### config.mk
export PLATFORM = sky130hd
export DESIGN_NAME = trng_ro_sampler
export DESIGN_NICKNAME = d
export VERILOG_FILES = /design/src/rtl/trng_ro_sampler.sv
export SDC_FILE = /design/constraint.sdc
export NUM_CORES = 1
export LEC_CHECK = 0
export CORE_MARGIN = 2
export CORE_UTILIZATION = 59
export CTS_BUF_LIST = sky130_fd_sc_hd__clkbuf_16
export CTS_CLUSTER_SIZE = 28
export DETAILED_ROUTE_END_ITERATION = 8
export PLACE_DENSITY = 0.85
export SYNTH_ARGS = -nofsm -noshare
export SYNTH_HDL_FRONTEND = slang
export SYNTH_SLANG_ARGS = --single-unit
### constraint.sdc
create_clock -name CLK -period 6.3 [get_ports CLK]
set_input_delay 1.575 -clock CLK [delete_from_list [all_inputs] [get_ports CLK]]
set_output_delay 1.575 -clock CLK [all_outputs]
set_load 0.01 [all_outputs]
### src/rtl/trng_ro_sampler.sv
// trng_ro_sampler: turns an asynchronous ring-oscillator signal into packed,
// bias-corrected random words. The path is a two-flop synchroniser, a
// programmable sample divider, a repetition-count health test, a von Neumann
// corrector, a shift-register packer and a one-word holding register.
//
// Handshake: RND_VALID=1 means RND_DATA holds a word nobody has taken yet.
// The word is consumed on any rising CLK edge where RND_VALID and RND_READY
// are both 1. RND_DATA does not change while RND_VALID=1 and RND_READY=0.
// A new word may be loaded in the same cycle the previous one is consumed,
// so RND_VALID can stay high across back-to-back words.
module trng_ro_sampler #(
    parameter int unsigned WIDTH     = 32,
    parameter int unsigned DIV_W     = 8,
    parameter int unsigned REP_LIMIT = 32
) (
    input  logic             CLK,
    input  logic             RESETn,
    input  logic             EN,
    input  logic             RO_IN,
    input  logic [DIV_W-1:0] DIV,
    input  logic             RND_READY,
    output logic [WIDTH-1:0] RND_DATA,
    output logic             RND_VALID,
    output logic             OVERRUN,
    output logic             ALARM
);

    localparam int unsigned CW = $clog2(WIDTH + 1);
    localparam int unsigned RW = $clog2(REP_LIMIT + 1);
    localparam logic [CW-1:0] FULL_CNT = CW'(WIDTH);
    localparam logic [RW-1:0] REP_MAX  = RW'(REP_LIMIT);

    // synchroniser
    logic sync1;
    logic sync2;

    // divider
    logic [DIV_W-1:0] div_cnt;
    logic             tick;

    // health test
    logic          prev_raw;
    logic [RW-1:0] run_cnt;
    logic [RW-1:0] run_next;

    // von Neumann corrector
    logic phase;
    logic first_bit;
    logic take;
    logic vn_valid;
    logic vn_bit;

    // packer and transfer
    logic [WIDTH-1:0] shreg;
    logic [CW-1:0]    pcount;
    logic             full;
    logic             hold_free;
    logic             xfer;
    logic             drop;

    // Two-flop synchroniser; runs regardless of EN so it is settled when
    // sampling starts.
    always_ff @(posedge CLK) begin
        if (!RESETn) begin
            sync1 <= 1'b0;
            sync2 <= 1'b0;
        end else begin
            sync1 <= RO_IN;
            sync2 <= sync1;
        end
    end

    // A tick fires when the counter meets DIV. A counter already beyond a
    // newly lowered DIV simply wraps through the maximum count.
    assign tick = EN && (div_cnt == DIV);

    // Sample divider counter: cleared while disabled, reloads 0 on a tick.
    always_ff @(posedge CLK) begin
        if (!RESETn || !EN) begin
            div_cnt <= '0;
        end else if (tick) begin
            div_cnt <= '0;
        end else begin
            div_cnt <= div_cnt + 1'b1;
        end
    end

    // Next run length: a zero count marks the first sample after enable.
    always_comb begin
        run_next = run_cnt;
        if (tick) begin
            if ((run_cnt == '0) || (sync2 != prev_raw)) begin
                run_next = RW'(1);
            end else if (run_cnt != REP_MAX) begin
                run_next = run_cnt + 1'b1;
            end
        end
    end

    // Repetition-count state: previous raw bit and saturating run length.
    always_ff @(posedge CLK) begin
        if (!RESETn) begin
            prev_raw <= 1'b0;
            run_cnt  <= '0;
        end else if (!EN) begin
            run_cnt  <= '0;
        end else begin
            run_cnt <= run_next;
            if (tick) begin
                prev_raw <= sync2;
            end
        end
    end

    // Sticky health alarm, cleared only by reset or by dropping EN.
    always_ff @(posedge CLK) begin
        if (!RESETn || !EN) begin
            ALARM <= 1'b0;
        end else if (tick && (run_next == REP_MAX)) begin
            ALARM <= 1'b1;
        end
    end

    // The corrector freezes while the alarm is up, so no bits leave it.
    assign take = tick && !ALARM;

    // Second bit of a pair: emit the first bit when the two differ.
    always_comb begin
        vn_valid = take && phase && (first_bit != sync2);
        vn_bit   = first_bit;
    end

    // Pair phase and stored first bit; pairs never overlap.
    always_ff @(posedge CLK) begin
        if (!RESETn) begin
            phase     <= 1'b0;
            first_bit <= 1'b0;
        end else if (!EN) begin
            phase     <= 1'b0;
        end else if (take) begin
            if (!phase) begin
                first_bit <= sync2;
            end
            phase <= ~phase;
        end
    end

    // Transfer needs a full packer and a free holding register; a bit that
    // meets a full, blocked packer is lost.
    always_comb begin
        full      = (pcount == FULL_CNT);
        hold_free = !RND_VALID || RND_READY;
        xfer      = EN && !ALARM && full && hold_free;
        drop      = vn_valid && full && !xfer;
    end

    // Packer: new bits enter at bit 0; a bit arriving with a transfer starts
    // the next word.
    always_ff @(posedge CLK) begin
        if (!RESETn) begin
            shreg  <= '0;
            pcount <= '0;
        end else if (!EN) begin
            pcount <= '0;
        end else begin
            if (xfer) begin
                pcount <= vn_valid ? CW'(1) : '0;
            end else if (vn_valid && !full) begin
                pcount <= pcount + CW'(1);
            end
            if (vn_valid && (!full || xfer)) begin
                shreg <= {shreg[WIDTH-2:0], vn_bit};
            end
        end
    end

    // Holding register: kept across EN=0 until the consumer takes it.
    always_ff @(posedge CLK) begin
        if (!RESETn) begin
            RND_DATA  <= '0;
            RND_VALID <= 1'b0;
        end else if (xfer) begin
            RND_DATA  <= shreg;
            RND_VALID <= 1'b1;
        end else if (RND_READY) begin
            RND_VALID <= 1'b0;
        end
    end

    // Sticky overrun flag, cleared by reset or by dropping EN.
    always_ff @(posedge CLK) begin
        if (!RESETn || !EN) begin
            OVERRUN <= 1'b0;
        end else if (drop) begin
            OVERRUN <= 1'b1;
        end
    end

endmodule

==> metrics.yaml <==
synth:
  syn_area_um2: 3890
  yosys_warnings: 0
  synth_edf_count: 0
  synth.most_common_cell: "dfxtp_1"
  synth_xor_area_share_pct: 4.05
  syn-mean-instance-area_um2: 9.22
  synth_cells: 422
  ys_ff_latch: 92
  synth_top_cells_by_count: "dfxtp_1, nand2_1, nor2b_1"
  synth_fa_ha_area_share_pct: 1.61
  yosys.area_share.simple_pct: 24.0
  synth_area_leaders: "dfxtp_1, mux2i_1, nand2_1"
  ys_types: 39
  synth_compound_area_share_pct: 11.9
  async_flop_share_pct: 0
  synth_top_family_by_area: "simple AND/OR/NAND/NOR gates"
  synthesis.nets: 440
  synthMuxAreaShare_pct: 8.49
  synth_top_area_cell: "dfxtp_1"
  synth_top_area_share_pct: 47.3
  synth_ff_type: "dfxtp_1"
  ys_seq_area_share_pct: 47.3
setup_path:
  worstSetupEndpointType: "register"
  cpPeakStageDelay_ns: 0.66
  cp.arrival_ns: 3.81
  crit_path_start_kind: "input port"
  worstPathMaxFanout: 18
  crit_required_ns: 6.51
  slowest_stage: "nand4_1"
  crit_chain: "clkdlybuf4s50_1 > nor2b_1 > nand4_1 > buf_4 > nand2_1 > a21boi_0"
  setup.worst_path.class: "input port to register"
routing:
  avgRoutedWirePerCell_um: 14.4
  first_pass_iters: 4
  drtIter0Drc: 189
  drcViolationCount: 0
  vias: 3064
  drtAntennaViolNets: 0
  routed_via_density: 5.61
  routed_wl_um: 7870
global_routing:
  grt_max_degree: 72
  antenna_found_initial: 0
  grt-ovfl-total: 0
  grt_pass1_wl_um: 13200
  grt_util_all_layers_pct: 22.5
  grt_pass1_vias: 2965
worst_hold_path:
  hp-class: "register to register"
sta:
  fin_setup_tns_ns: 0
  max_clock_freq_mhz: 278
  fin_crit_ns: 3.60
  hold_violations: 0
  rsz0062_at_grt: "no"
  slew_violations: 0
  tightest_slew_ns: 1.10
  setup_viol: 0
  fin_skew_ns: 0.00612
  slew_headroom_pct: 26.4
  finalCritPeriodShare_pct: 57.1
power:
  ir_worst_vdd_mv: 0.245
  power_frac_comb_pct: 2.7
  power_mw: 1.14
  clkPwrFrac_pct: 46.2
  pwr-share-seq_pct: 51.1
  p_leak_nw: 1.53
  switching_power_mw: 0.239
  sw_frac_of_total_pct: 20.9
  powerDensity_nw_per_um2: 244
  internal_power_mw: 0.904
clocking:
  cts_max_level: 3
  post_cts_buffers: 0
  cts.repair.resized: 0
  cts_tree: "yes"
  clk_latency_ns: 0.34
  root_buffer: "clkbuf_16"
  hold_buffers: 0
  cts.clk_slew.worst_paths_ns: 0.06
  clock_path_buffers: 2
  cts_sinks: 92
  cts_buffers: 9
final_layout:
  num_antenna_cells: 0
  syn2layout_area_growth_pct: 20.2
  nNetsFinal: 482
  drive_gt1_share_pct: 4.90
outcome:
  status: "completed"
die:
  ios: 48
  start_util_pct: 61.3
  core_um2: 6350
  die-area_um2: 7260
  die_h_um: 85.2
  rows: 29
  die_w_um: 85.2
place:
  portBuffers: 47
  hpwl_um: 5050
  place_congestion: 0.879
job:
  cap_violations: 0
[cell type report]
class                           instances  area [um2]
Fill cell                             446        1670
Clock buffer                            9         225
Tap cell                               77        96.3
Sequential cell                        92        1840
Timing Repair Buffer                   49         480
Multi-Input combinational cell        307        1950
Clock inverter                          7        67.6
Inverter                                5        18.8
[kinds of logic (layout without fill, tap and decap cells)]
group,Yosys count,after routing
buf+inv,23,70
xor+xnor,18,18
simple gates,183,183
mux,33,33
compound gates,68,68
fa+ha+maj,5,5
flops,92,92
[layout by cell type (no fill, tap or decap), types with 3 or more instances in the layout]
cell             netlist  routed
dfxtp_1               92      92
nand2_1               77      77
clkdlybuf4s50_1        0      46
nor2b_1               36      36
a21boi_0              34      34
mux2i_1               33      33
nor2_1                18      18
a21oi_1               13      13
nand3_1               11      11
xor2_1                10      10
o21ai_0               10      10
and3_1                 9       9
clkbuf_16              0       9
xnor2_1                8       8
inv_1                  5       5
nand4_1                5       5
nor3_1                 5       5
ha_1                   5       5
and2_1                 4       4
or3_1                  4       4
nor4b_1                3       3
[routing by layer]
metal	vias to the layer above	global-route usage (%)	wire, um
met3	16	3.31	251
met1	1464	28.8	3570
met2	59	37.0	3860
li1	1525	-	-
met5	-	0	0
met4	0	11.5	185
[power by group through the flow]
stage	combinational (mW)	sequential (mW)	clock, mW
2_1_floorplan	0.0184	0.597	0
6_report	0.0308	0.584	0.528
5_1_grt	0.0332	0.584	0.558
4_1_cts	0.0307	0.584	0.535
3_3_place_gp	0.0299	0.597	0
3_5_place_dp	0.0301	0.597	0
[worst max-delay path, delay by kind of cell]
family / cells / cell delay (ns)
simple gates: 3 / 1.11
buf+inv: 2 / 1.02
compound gates: 1 / 0.10
[through the flow]
step | cell area, um2 | setup slack, ns | utilization (%) | instances | hold WS, ns
after floorplan | 3890 | 3.09 | - | 422 | 0.412
final | 4680 | 2.70 | 73.7 | 546 | 0.435
after detailed placement | 4390 | 2.45 | 69.1 | 530 | 0.427
after global routing | 4680 | 2.47 | 73.7 | 546 | 0.475
after global placement | 4390 | 2.53 | 69.1 | 530 | 0.416
after CTS | 4680 | 2.67 | 73.7 | 546 | 0.440
[registers in the layout (all words and copies together) (netlist names)]
register and flops:
ALARM 1, OVERRUN 1, RND_DATA 32, RND_VALID 1
div_cnt 8, first_bit 1, pcount 6, phase 1
prev_raw 1, run_cnt 6, shreg 32, sync1 1
sync2 1
[path summary, 6_finish.rpt]
path         startpoint           to  slack (ns)  cells past startpoint
max                  EN  RND_DATA[8]        2.70                      6
min               sync1        sync2        0.43                      1
max reg2reg   pcount[0]  RND_DATA[9]        3.61                      7
min reg2reg       sync1        sync2        0.43                      1
No activity file was read; power rests on OpenSTA's default activity.
